--- src/rtl/led_flash_sched.sv ---
// led_flash_sched: shares one LED between two flash requesters and a heartbeat.
// Define LED_SCHED_RR_EN for round-robin arbitration of simultaneous requests.
module led_flash_sched #(
    parameter int TICK_DIV = 120900,
    parameter int HB_TICKS = 82
) (
    input  logic        clk,
    input  logic        rst_n,
    input  logic [1:0]  req_valid,
    output logic [1:0]  req_ready,
    input  logic [7:0]  req_count,
    input  logic [15:0] req_on,
    input  logic [15:0] req_off,
    output logic        busy,
    output logic        grant_id,
    output logic        done,
    output logic        led
);
    localparam int PW = $clog2(TICK_DIV);
    localparam int HW = $clog2(HB_TICKS + 1);

    typedef enum logic [1:0] {HB, ON, OFF} state_t;

    state_t        state_q, state_d;
    logic [PW-1:0] presc_q, presc_d;
    logic [7:0]    phase_q, phase_d, on_q, on_d, off_q, off_d;
    logic [HW-1:0] hb_q, hb_d;
    logic [3:0]    cnt_q, cnt_d;
    logic [1:0]    rdy_q, rdy_d;
    logic          led_q, led_d, busy_q, busy_d, done_q, done_d, gid_q, gid_d;
    logic          tick, g;
    logic [3:0]    c_sel;
    logic [7:0]    on_sel, off_sel;

    assign tick = presc_q == PW'(TICK_DIV - 1);
`ifdef LED_SCHED_RR_EN
    assign g = &req_valid ? ~gid_q : ~req_valid[0];
`else
    assign g = ~req_valid[0];
`endif
    assign c_sel   = g ? req_count[7:4]  : req_count[3:0];
    assign on_sel  = g ? req_on[15:8]    : req_on[7:0];
    assign off_sel = g ? req_off[15:8]   : req_off[7:0];

    always_comb begin
        state_d = state_q;
        presc_d = tick ? '0 : presc_q + PW'(1);
        phase_d = phase_q;
        on_d    = on_q;
        off_d   = off_q;
        hb_d    = hb_q;
        cnt_d   = cnt_q;
        rdy_d   = 2'b00;
        led_d   = led_q;
        busy_d  = busy_q;
        done_d  = 1'b0;
        gid_d   = gid_q;
        case (state_q)
            HB: begin
                if (|req_valid) begin
                    state_d = ON;
                    presc_d = '0;
                    phase_d = '0;
                    cnt_d   = c_sel == 4'd0 ? 4'd1 : c_sel;
                    on_d    = on_sel == 8'd0 ? 8'd1 : on_sel;
                    off_d   = off_sel == 8'd0 ? 8'd1 : off_sel;
                    rdy_d   = g ? 2'b10 : 2'b01;
                    gid_d   = g;
                    busy_d  = 1'b1;
                    led_d   = 1'b1;
                end else if (tick) begin
                    led_d = hb_q == HW'(HB_TICKS - 1) ? ~led_q : led_q;
                    hb_d  = hb_q == HW'(HB_TICKS - 1) ? '0 : hb_q + HW'(1);
                end
            end
            ON: begin
                if (tick) begin
                    phase_d = phase_q == on_q - 8'd1 ? 8'd0 : phase_q + 8'd1;
                    if (phase_q == on_q - 8'd1) begin
                        state_d = OFF;
                        led_d   = 1'b0;
                    end
                end
            end
            OFF: begin
                if (tick) begin
                    phase_d = phase_q == off_q - 8'd1 ? 8'd0 : phase_q + 8'd1;
                    if (phase_q == off_q - 8'd1) begin
                        cnt_d   = cnt_q - 4'd1;
                        state_d = cnt_q == 4'd1 ? HB : ON;
                        led_d   = cnt_q != 4'd1;
                        done_d  = cnt_q == 4'd1;
                        busy_d  = cnt_q != 4'd1;
                        hb_d    = '0;
                    end
                end
            end
            default: state_d = HB;
        endcase
    end

    always_ff @(posedge clk or negedge rst_n) begin
        if (!rst_n) begin
            state_q <= HB;
            presc_q <= '0;
            phase_q <= '0;
            on_q    <= '0;
            off_q   <= '0;
            hb_q    <= '0;
            cnt_q   <= '0;
            rdy_q   <= '0;
            led_q   <= 1'b0;
            busy_q  <= 1'b0;
            done_q  <= 1'b0;
            gid_q   <= 1'b0;
        end else begin
            state_q <= state_d;
            presc_q <= presc_d;
            phase_q <= phase_d;
            on_q    <= on_d;
            off_q   <= off_d;
            hb_q    <= hb_d;
            cnt_q   <= cnt_d;
            rdy_q   <= rdy_d;
            led_q   <= led_d;
            busy_q  <= busy_d;
            done_q  <= done_d;
            gid_q   <= gid_d;
        end
    end

    assign req_ready = rdy_q;
    assign busy      = busy_q;
    assign grant_id  = gid_q;
    assign done      = done_q;
    assign led       = led_q;
endmodule

--- config.mk ---
export PLATFORM = sky130hd
export DESIGN_NAME = led_flash_sched
export DESIGN_NICKNAME = d
export VERILOG_FILES = /design/src/rtl/led_flash_sched.sv
export SDC_FILE = /design/constraint.sdc
export NUM_CORES = 1
export LEC_CHECK = 0
export ABC_AREA = 1
export BUFFER_PORTS_ARGS = -buffer_cell sky130_fd_sc_hd__buf_2
export CORE_MARGIN = 2
export CORE_UTILIZATION = 30
export DETAILED_ROUTE_END_ITERATION = 10
export REMOVE_ABC_BUFFERS = 1
export SLEW_MARGIN = 20
export SYNTH_ARGS = -nofsm -noshare
export SYNTH_HDL_FRONTEND = slang
export SYNTH_SLANG_ARGS = --single-unit
--- constraint.sdc ---
create_clock -name clk -period 2.5 [get_ports clk]
set_input_delay 0.5 -clock clk [delete_from_list [all_inputs] [get_ports clk]]
set_output_delay 0.5 -clock clk [all_outputs]
set_load 0.05 [all_outputs]
-- Yosys cells after proc, flatten, opt, wreduce, memory -nomap -nowiden
Cells that the tools add are included.
W data, S select, Z words.
- add/sub/neg operators: 6
- order comparisons: 0
- reductions and logical operators: 13
- shifts and indexed selects: 0
- equal/unequal tests: 17
- mux-type cells: 48
- div/mod/pow operators: 0
- bitwise logic cells: 2
- multiply operators: 0
- operator list (cell ; number):
    $mux W8 ; 9
    $mux W17 ; 3
    $mux W7 ; 5
    $pmux W8 S3 ; 1
    $mux W4 ; 5
    $add A17 B1 Y17 const B ; 1
    $eq A17 B17 Y1 const B ; 1
    $eq A8 B8 Y1 ; 2
    $logic_not A8 Y1 ; 2
    $mux W2 ; 8
    $sub A8 B1 Y8 const B ; 2
    $ne A2 B2 Y1 const B ; 7
    $pmux W7 S2 ; 1
    $mux W1 ; 12
    $reduce_and A5 Y1 ; 2
    $add A8 B1 Y8 const B ; 1
    $pmux W4 S2 ; 1
    $reduce_and A4 Y1 ; 2
    $add A7 B1 Y7 const B ; 1
    $eq A7 B7 Y1 const B ; 1
    $reduce_and A7 Y1 ; 1
    $ne A3 B3 Y1 const B ; 2
    $pmux W2 S3 ; 1
    $eq A4 B1 Y1 const B ; 1
    13 further kinds ; 14
- RAM bits: 0
- output and inout port bits: 6
- register bits: 60
- latch bits: 0
- input port bits: 44
- word-level logic and storage cells: 98
- memory bits (read-only): 0
- memories: 0

-- Depth between registers and ports, before layout
Gate-level depths: netlist of the first run.
- depth in word-level cells: 5
- mapped depth: 15
- depth with buffers taken out: 15

-- Worst setup path before layout of the first run
OpenSTA, ideal clock, no wires.
- path type: reg-to-reg
- start point: register on_q[0]
- end point: register state_q[0]
- library setup time: 117 ps
- arrival time: 1637 ps
- buffers on the path: 0
- cell stages (with the launch flop): 14
- clock period less this slack: 1754 ps
- data required time: 2383 ps
- path slack: 746 ps
- cells stage by stage: dfrtp_1 > inv_1 > ha_1 > nand2_1 > nor2_1 > nand3_1 > nand3_1 > nand2_1 > nor2_1 > nand3_1 > nand2_1 > nand3_1 > nand2_1 > nand2_1
- longest elaborated chain between the ends: 4
- ends and longest elaborated chain (what ; line ; text):
    start: declaration ; 26 ; logic [7:0] phase_q, phase_d, on_q, on_d, off_q, off_d;
    start signal: assignment ; 120 ; on_q <= on_d;
    $sub A8 B1 Y8 ; 79 ; if (phase_q == on_q - 8'd1) begin
    $eq A8 B8 Y1 ; 79 ;
    $ne A2 B2 Y1 (no source line) ; n/a ;
    $reduce_and A5 Y1 (no source line) ; n/a ;
    end signal: assignment ; 117 ; state_q <= state_d;
    end: declaration ; 24 ; state_t state_q, state_d;
Every way passes these cells.
A chain may end at the register's enable or synchronous reset.

-- Final worst setup path of the first run
- start point: register off_q[0]
- end point: register hb_q[0]
- longest elaborated chain between the ends: 4
- ends and longest elaborated chain (what ; line ; text):
    start: declaration ; 26 ;
    start signal: assignment ; 108 ; off_q <= '0;
    start signal: assignment ; 121 ; off_q <= off_d;
    $sub A8 B1 Y8 ; 88 ; if (phase_q == off_q - 8'd1) begin
    $eq A8 B8 Y1 ; 88 ;
    $ne A2 B2 Y1 (no source line) ; n/a ;
    $reduce_and A5 Y1 (no source line) ; n/a ;
    end signal: assignment ; 109 ; hb_q <= '0;
    end signal: assignment ; 122 ; hb_q <= hb_d;
    end: declaration ; 27 ; logic [HW-1:0] hb_q, hb_d;
Every way passes these cells.

==> impl_metrics.py, run 1 <==
metrics = {
    "run_status": {
        "status": "completed",
    },
    "sta": {
        "timing.fmax_mhz": 460,
        "relSlewSlack": 0.666,
        "finalSetupViolCount": 0,
        "hold_violations": 0,
        "fin_crit_ps": 2170,
        "slew_viol_final": 0,
        "finClkSkew_ps": 6.14,
        "rsz0062_at_grt": "no",
        "setup_tns_ps": 0,
        "max_slew.worst_pin.slew_ps": 501,
        "layout_worst_path_cycle_share": 0.869,
        "fin_hold_ws_ps": 165,
    },
    "power": {
        "p_comb_frac": 0.420,
        "seqPwrFrac": 0.313,
        "switching_share": 0.429,
        "switching_power_mw": 2.01,
        "fin_total_pwr_mw": 4.69,
        "ir_worst_vdd_uv": 501,
        "power_density_nw_per_um2": 1010,
        "clkPwrFrac": 0.267,
        "cellLeakagePower_nw": 2.33,
        "p_int_mw": 2.68,
    },
    "clocking": {
        "cts_resized": 0,
        "ctsHoldBuffers": 0,
        "cts_made_buffers": 9,
        "clockBufferDepth": 2,
        "cts_tree": "built",
        "clk_pin_slew_ps": 50,
        "htree_num_levels": 3,
        "cts_root_buffer": "clkbuf_16",
        "cts_sinks": 60,
        "clock_latency_ps": 330,
        "cts_setup_buffers": 0,
    },
    "logic_synthesis": {
        "avgSynthCellArea_um2": 7.26,
        "synth.top_cell.area_share": 0.386,
        "synth_most_common_cell": "nand2_1",
        "synth.distinct_cells": 31,
        "yosysTopAreaCell": "dfrtp_1",
        "synth-warning-count": 0,
        "synth_simple_gate_area_frac": 0.337,
        "synth_area_um2": 3890,
        "synth_ff_type": "dfrtp_1",
        "synth_top_family_by_area": "simple AND/OR/NAND/NOR gates",
        "synth.mux.area_fraction": 0.0258,
        "synth-async-reset-ratio": 1.00,
        "synth-xor-area-share": 0.0563,
        "synth-edff-count": 0,
        "synth_compound_area_frac": 0.0712,
        "ys_ff_latch": 60,
        "ys_top_cells_by_area": "dfrtp_1, nand2_1, inv_1",
        "syn_inst": 535,
        "synth_seq_area_share": 0.386,
        "synth_fa_ha_area_frac": 0.0419,
        "ys_top_cells_by_count": "nand2_1, inv_1, dfrtp_1",
    },
    "finish": {
        "num_antenna_cells": 0,
        "final_cells": 764,
        "num-nets-final": 644,
        "drive_gt1_frac": 0.147,
        "area_delta_synth_final_pct": 19.0,
        "num-fill-cells": 1364,
    },
    "placement": {
        "gp_congestion": 0.883,
        "dp_hpwl_um": 6670,
        "port_buffers": 49,
        "numPlacedInstances": 748,
    },
    "setup_path": {
        "criticalPathCategory": "flip-flop to flip-flop",
        "worst_setup_path_end_kind": "flip-flop",
        "critPathMaxFanout": 14,
        "worst_ep_arrival_time_ps": 2390,
        "required_ps": 2720,
        "r2r_slack_ps": 330,
        "start_kind": "flip-flop",
    },
    "grt": {
        "grt_max_degree": 61,
        "grt_overflow": 0,
        "grt_pass1_vias": 3510,
        "grt_use_total": 0.138,
        "grt_antenna_before_repair": 0,
        "grt_pass1_wl_um": 15800,
    },
    "floorplanning": {
        "start_util": 0.308,
        "coreArea_um2": 12600,
        "io_pins": 50,
        "rows": 41,
        "die_y_um": 118,
        "dieWidth_um": 118,
        "dieArea_um2": 13900,
    },
    "routing": {
        "routed_wl_um": 9060,
        "drc": 0,
        "drtAntennaViolNets": 0,
        "vias_per_cell": 4.67,
        "first_iter_violations": 221,
        "wl_per_cell_um": 11.9,
        "dr_total_vias": 3566,
        "drt-pass1-iter-count": 4,
    },
    "worst_hold_path": {
        "hp-class": "input pin to asynchronous set/reset pin",
    },
    "flow_run": {
        "drv_cap": 0,
    },
}
## final timing paths
| check | endpoint | startpoint | depth (start not counted) |
|---|---|---|---|
| min | off_q[6]$_DFFE_PN0P_ | rst_n | 2 |
| min in group clk | off_q[2]$_DFFE_PN0P_ | req_off[10] | 3 |
| max reg2reg | hb_q[0]$_DFFE_PN0P_ | off_q[0]$_DFFE_PN0P_ | 12 |
| max in group asynchronous | presc_q[13]$_DFF_PN0_ | rst_n | 2 |
| max | hb_q[0]$_DFFE_PN0P_ | off_q[0]$_DFFE_PN0P_ | 12 |
| min reg2reg | presc_q[0]$_DFF_PN0_ | presc_q[0]$_DFF_PN0_ | 1 |
## layout make-up
cell class / count / area, µm² / area share
clock inverters: 7 / 75.1 / 0.0162
repair buffers: 54 / 295 / 0.0639
inverters: 65 / 244 / 0.0528
multi-input cells: 397 / 2070 / 0.447
clock buffers: 9 / 225 / 0.0487
well taps: 172 / 215 / 0.0465
flip-flops and latches: 60 / 1500 / 0.325
## layer usage
layer | GRT usage | part of all wire | vias to the layer above
met2 | 0.227 | 0.46 | 62
met4 | 0.0505 | 0.013 | 0
met5 | 0 | 0 | -
met3 | 0.0329 | 0.040 | 10
met1 | 0.175 | 0.49 | 1663
li1 | - | - | 1831
## critical path: stages (launching register included)
cell,delay (ps)
dfrtp_1,360
inv_1,110
ha_1,240
xnor2_1,190
inv_1,60
nand2_1,50
nand2_1,50
nor3_1,280
nand3_2,110
nand2_2,230
nand2_1,210
nand2_1,110
nand2_1,50
## sequential cells by signal, summed over array words and instances, names as in the netlist
register   cells
grant_id       1
state_q        2
off_q          8
done           1
phase_q        8
req_ready      2
on_q           8
hb_q           7
presc_q       17
cnt_q          4
led            1
busy           1
## logic make-up (layout without fill, tap and decap cells)
family                   Yosys count  count (layout)
AO/OA/AOI/OAI                     51              51
adder cells (fa/ha/maj)           13              13
multiplexers                      10              10
flip-flops                        60              60
buffers and inverters             78             135
AND/OR/NAND/NOR                  298             298
XOR/XNOR                          25              25
## power by group through the flow
stage                     logic, mW  registers, mW  clock network, mW
after detailed placement       1.97           1.48                  0
after global routing           2.25           1.50               1.33
after global placement         1.91           1.47                  0
final                          1.97           1.47               1.25
after CTS                      1.98           1.46               1.29
after floorplan                1.38           1.53                  0
## cell usage in the layout, fill, tap and decap left out, types with 3 or more instances in the layout
| cell | synthesis | routed |
|---|---|---|
| clkbuf_16 | 0 | 9 |
| xnor2_1 | 13 | 13 |
| nand3_1 | 40 | 40 |
| or2_2 | 3 | 3 |
| o21ai_0 | 25 | 25 |
| mux2i_1 | 10 | 10 |
| dfrtp_1 | 60 | 60 |
| a31oi_1 | 7 | 7 |
| nand2_1 | 159 | 159 |
| nor2_1 | 52 | 52 |
| ha_1 | 13 | 13 |
| clkinvlp_4 | 0 | 3 |
| nor2_2 | 3 | 3 |
| nor3_1 | 8 | 8 |
| nand4_1 | 22 | 22 |
| nand2_2 | 3 | 3 |
| buf_2 | 5 | 49 |
| inv_1 | 64 | 64 |
| xor2_1 | 12 | 12 |
| buf_4 | 0 | 4 |
| a21oi_1 | 15 | 15 |
## per-stage QoR
step / util / setup WS [ps] / area [µm²]
2_1_floorplan: - / 229 / 3810
3_3_place_gp: 0.343 / 469 / 4320
3_5_place_dp: 0.343 / 348 / 4320
4_1_cts: 0.366 / 337 / 4620
5_1_grt: 0.366 / 147 / 4620
6_report: 0.366 / 327 / 4620
No activity file was read; power rests on OpenSTA's default activity.
==> run 2: changes to the inputs <==
Settings changed: RECOVER_POWER set to 25.
==> impl_metrics.py, run 2 (same netlist as run 1, synthesis figures left out) <==
metrics = {
    "grt": {
        "grt_use_total": 0.138,
        "grt_max_degree": 61,
        "grt_pass1_wl_um": 15800,
        "grt_pass1_vias": 3510,
        "grt_overflow": 0,
        "grt_antenna_before_repair": 0,
    },
    "setup_path": {
        "worstReg2RegStart": "off_q[0]$_DFFE_PN0P_",
        "worst_setup_path_end_kind": "flip-flop",
        "required_ps": 2720,
        "r2r_slack_ps": 320,
        "path_cells": "inv_1, ha_1, xnor2_1, inv_1, nand2_1, nand2_1, nor3_1, nand3_2, nand2_2, nand2_1, nand2_1, nand2_1",
        "cp_top_family": "simple AND/OR/NAND/NOR gates",
        "worst-path-buf-inv": 2,
        "slowest_stage": "dfrtp_1",
        "rr_endpoint": "hb_q[0]$_DFFE_PN0P_",
        "worst_ep_arrival_time_ps": 2400,
        "ff2ff_path_depth": 12,
        "start_kind": "flip-flop",
        "cpPeakStageDelay_ps": 370,
        "crit_top_cell": "nand2_1",
        "critPathMaxFanout": 14,
        "criticalPathCategory": "flip-flop to flip-flop",
    },
    "sta": {
        "timing.fmax_mhz": 459,
        "rsz0062_at_grt": "no",
        "setup_tns_ps": 0,
        "finClkSkew_ps": 6.12,
        "layout_worst_path_cycle_share": 0.871,
        "hold_violations": 0,
        "slew_viol_final": 61,
        "relSlewSlack": -0.00574,
        "finalSetupViolCount": 0,
        "max_slew.worst_pin.slew_ps": 1510,
        "fin_crit_ps": 2180,
    },
    "clocking": {
        "clock_latency_ps": 340,
        "clk_pin_slew_ps": 50,
        "cts_resized": 0,
        "cts_root_buffer": "clkbuf_16",
        "ctsHoldBuffers": 0,
        "cts_made_buffers": 9,
        "cts_sinks": 60,
        "cts_tree": "built",
        "htree_num_levels": 3,
        "clockBufferDepth": 2,
        "cts_setup_buffers": 0,
    },
    "worst_hold_path": {
        "holdPathEnd": "off_q[2]$_DFFE_PN0P_",
        "whs_path_depth": 3,
        "min-delay-start": "req_off[2]",
        "hp-class": "input pin to flip-flop",
    },
    "floorplanning": {
        "start_util": 0.308,
        "io_pins": 50,
        "coreArea_um2": 12600,
        "dieWidth_um": 118,
        "dieArea_um2": 13900,
        "die_y_um": 118,
        "rows": 41,
    },
    "routing": {
        "routed.top_layer": "met4",
        "first_iter_violations": 217,
        "dr_wl_met3_um": 402,
        "drtAntennaViolNets": 0,
        "drc": 0,
        "dr_total_vias": 3563,
        "routed_wl_um": 9020,
        "vias_per_cell": 4.66,
        "wl_per_cell_um": 11.8,
        "wl_met1_um": 4340,
        "dr_wl_met2_um": 4130,
        "drt-pass1-iter-count": 4,
    },
    "finish": {
        "mostFrequentLayoutCell": "nand2_1",
        "area_delta_synth_final_pct": 18.6,
        "drive_gt1_frac": 0.147,
        "num_antenna_cells": 0,
        "largest_reg_flops": 17,
        "num-fill-cells": 1366,
        "largest-register": "presc_q",
        "layout_common_cells": "nand2_1, inv_1, dfrtp_1",
        "final_area_um2": 4610,
        "num-nets-final": 644,
    },
    "power": {
        "power_density_nw_per_um2": 1020,
        "p_int_mw": 2.68,
        "switching_power_mw": 2.01,
        "seqPwrFrac": 0.313,
        "p_comb_frac": 0.420,
        "switching_share": 0.429,
        "cellLeakagePower_nw": 2.33,
        "clkPwrFrac": 0.267,
        "fin_total_pwr_mw": 4.69,
        "ir_worst_vdd_uv": 500,
    },
    "flow_run": {
        "drv_cap": 1,
    },
    "placement": {
        "dp_hpwl_um": 6670,
        "port_buffers": 49,
        "dpl_cell_area_um2": 4320,
        "gp_congestion": 0.883,
    },
    "run_status": {
        "violations": "capacitance limit, slew limit",
        "status": "finished with violations",
    },
}
[run 2: cell count changes in the layout (fill, tap and decap cells not counted)]
| cell | previous run | this run |
|---|---|---|
| buf_12 | 1 | 0 |
| clkbuf_2 | 0 | 1 |
[run 2: layer usage]
metal	up-vias	GRT usage
li1	1829	-
met1	1660	0.175
met2	64	0.227
met3	10	0.0329
met4	0	0.0505
met5	-	0
[run 2: final cells by class]
cell class / count / area (µm²) / share of cell area
Timing Repair Buffer: 54 / 280 / 0.0608
Clock inverter: 7 / 75.1 / 0.0163
Inverter: 65 / 244 / 0.0529
Multi-Input combinational cell: 397 / 2070 / 0.449
Sequential cell: 60 / 1500 / 0.326
Clock buffer: 9 / 225 / 0.0489
Tap cell: 172 / 215 / 0.0467
[run 2: through the flow]
stage / hold slack (ps) / setup slack, ps / util / std cells
6_report: 445 / 323 / 0.365 / 764
5_1_grt: 459 / 147 / 0.365 / 764
4_1_cts: 177 / 337 / 0.366 / 764
3_5_place_dp: 466 / 348 / 0.343 / 748
3_3_place_gp: 453 / 469 / 0.343 / 748
2_1_floorplan: 204 / 229 / - / 522
[run 2: power groups by stage]
| stage | Sequential, mW | Combinational, mW | Clock (mW) |
|---|---|---|---|
| 6_report | 1.47 | 1.97 | 1.25 |
| 5_1_grt | 1.50 | 2.25 | 1.33 |
| 4_1_cts | 1.46 | 1.98 | 1.29 |
| 3_5_place_dp | 1.48 | 1.97 | 0 |
| 3_3_place_gp | 1.47 | 1.91 | 0 |
| 2_1_floorplan | 1.53 | 1.38 | 0 |
[run 2: worst max path at each step]
| stage | startpoint | end | slack (ps) | depth (start not counted) |
|---|---|---|---|---|
| floorplan | state_q[0]$_DFFE_PN0P_ | presc_q[9]$_DFF_PN0_ | 230 | 9 |
| global placement | off_q[0]$_DFFE_PN0P_ | hb_q[1]$_DFFE_PN0P_ | 470 | 12 |
| detailed placement | off_q[0]$_DFFE_PN0P_ | hb_q[0]$_DFFE_PN0P_ | 350 | 12 |
| CTS | off_q[0]$_DFFE_PN0P_ | hb_q[0]$_DFFE_PN0P_ | 340 | 12 |
| global route | off_q[0]$_DFFE_PN0P_ | hb_q[4]$_DFFE_PN0P_ | 150 | 12 |
| finish | off_q[0]$_DFFE_PN0P_ | hb_q[0]$_DFFE_PN0P_ | 320 | 12 |
[run 2: worst register-to-register path: cells and delay by family (launching register included)]
family | cells | cell delay, ps
xor+xnor | 1 | 190
buf+inv | 2 | 170
flops | 1 | 370
simple gates | 8 | 1090
fa+ha+maj | 1 | 240
==> run 3: changes to the inputs <==
Settings changed: PLACE_DENSITY set to 0.45.
==> impl_metrics.py, run 3 (same netlist as run 1, synthesis figures left out) <==
metrics = {
    "run_status": {
        "status": "completed",
    },
    "power": {
        "switching_power_mw": 2.00,
        "p_comb_frac": 0.413,
        "p_int_mw": 2.82,
        "cellLeakagePower_nw": 2.35,
        "power_density_nw_per_um2": 1030,
        "seqPwrFrac": 0.307,
        "clkPwrFrac": 0.281,
        "switching_share": 0.415,
        "ir_worst_vdd_uv": 404,
        "fin_total_pwr_mw": 4.81,
    },
    "clocking": {
        "ctsHoldBuffers": 0,
        "clk_pin_slew_ps": 50,
        "htree_num_levels": 3,
        "clock_latency_ps": 340,
        "cts_setup_buffers": 0,
        "cts_sinks": 60,
        "clockBufferDepth": 2,
        "cts_resized": 0,
        "cts_root_buffer": "clkbuf_16",
        "cts_tree": "built",
        "cts_made_buffers": 9,
    },
    "finish": {
        "seq_area_um2": 1500,
        "area_delta_synth_final_pct": 19.6,
        "drive_gt1_frac": 0.143,
        "num_antenna_cells": 0,
        "largest_reg_flops": 17,
        "num-nets-final": 645,
        "layout_common_cells": "nand2_1, inv_1, dfrtp_1",
        "num-fill-cells": 1418,
        "multiInputGateArea_um2": 2070,
        "largest-register": "presc_q",
        "mostFrequentLayoutCell": "nand2_1",
    },
    "sta": {
        "slew_viol_final": 0,
        "hold_violations": 0,
        "max_slew.worst_pin.slew_ps": 1340,
        "finalSetupViolCount": 0,
        "timing.fmax_mhz": 466,
        "fin_crit_ps": 2150,
        "rsz0062_at_grt": "no",
        "layout_worst_path_cycle_share": 0.859,
        "setup_tns_ps": 0,
        "finClkSkew_ps": 7.27,
        "relSlewSlack": 0.104,
    },
    "placement": {
        "gp_congestion": 0.821,
        "port_buffers": 49,
        "dp_hpwl_um": 7220,
    },
    "floorplanning": {
        "dieWidth_um": 118,
        "rows": 41,
        "start_util": 0.308,
        "dieArea_um2": 13900,
        "die_y_um": 118,
        "io_pins": 50,
        "coreArea_um2": 12600,
    },
    "setup_path": {
        "critPathMaxFanout": 8,
        "worst_ep_arrival_time_ps": 2380,
        "required_ps": 2730,
        "criticalPathCategory": "flip-flop to flip-flop",
        "worst_setup_path_end_kind": "flip-flop",
        "start_kind": "flip-flop",
    },
    "grt": {
        "grt_overflow": 0,
        "grt_use_total": 0.144,
        "grt_pass1_vias": 3397,
        "grt_pass1_wl_um": 16000,
        "grt_max_degree": 40,
        "grt_antenna_before_repair": 0,
    },
    "routing": {
        "drt-pass1-iter-count": 4,
        "routed_wl_um": 9490,
        "first_iter_violations": 176,
        "drc": 0,
        "vias_per_cell": 4.56,
        "drtAntennaViolNets": 0,
        "wl_per_cell_um": 12.4,
        "dr_total_vias": 3490,
    },
    "flow_run": {
        "drv_cap": 0,
    },
    "worst_hold_path": {
        "hp-class": "input pin to asynchronous set/reset pin",
    },
}
-- run 3: cell count changes in the layout (fill, tap and decap cells not counted), sizes merged --
cell / delta
buf: +1
bufinv: +1
clkbuf: +3
clkinv: -1
clkinvlp: -2
inv: -1
-- run 3: layout make-up --
cell class,count,area share
repair buffers,55,0.0649
multi-input cells,397,0.445
well taps,172,0.0463
inverters,65,0.0525
flip-flops and latches,60,0.323
clock inverters,4,0.0156
clock buffers,12,0.0530
-- run 3: per-stage QoR --
step	setup WS (ps)	hold WS, ps	cells	utilization	instance area [µm²]
5_1_grt	113	457	765	0.368	4650
3_3_place_gp	364	452	749	0.343	4330
6_report	352	446	765	0.368	4650
2_1_floorplan	229	204	522	-	3810
4_1_cts	356	171	765	0.369	4650
3_5_place_dp	356	457	749	0.343	4330
-- run 3: layer usage --
layer / part of all wire / vias to the layer above / GRT usage
met3: 0.035 / 13 / 0.0300
met1: 0.50 / 1597 / 0.188
met5: 0 / - / 0
li1: - / 1822 / -
met2: 0.44 / 58 / 0.228
met4: 0.020 / 0 / 0.0685
-- run 3: power groups by stage --
stage | clock (mW) | combinational [mW] | sequential (mW)
4_1_cts | 1.39 | 2.01 | 1.48
3_5_place_dp | 0 | 2.01 | 1.49
5_1_grt | 1.44 | 2.29 | 1.52
3_3_place_gp | 0 | 1.98 | 1.49
2_1_floorplan | 0 | 1.38 | 1.53
6_report | 1.35 | 1.99 | 1.47
-- run 3: worst paths after layout --
check                                     startpoint                     end  slack [ps]  depth (start not counted)
worst max-delay path            off_q[0]$_DFFE_PN0P_     hb_q[3]$_DFFE_PN0P_         350                         12
worst min-delay path                           rst_n  phase_q[5]$_DFFE_PN0P_         450                          1
worst max register to register  off_q[0]$_DFFE_PN0P_     hb_q[3]$_DFFE_PN0P_         350                         12
worst min register to register  presc_q[0]$_DFF_PN0_    presc_q[0]$_DFF_PN0_         460                          1
max in group asynchronous                      rst_n    cnt_q[0]$_DFFE_PN0P_        1200                          2
min in group clk                         req_off[15]    off_q[7]$_DFFE_PN0P_         450                          3
-- run 3: worst max-delay path, stage by stage, from the launching register on --
cell and delay [ps]:
dfrtp_1 380, inv_1 110, ha_1 240, xnor2_1 200, inv_1 60, nand2_1 50, nand2_1 50, nor3_1 290
nand3_2 120, nand2_2 160, nand2_1 200, nand2_1 120, nand2_1 50
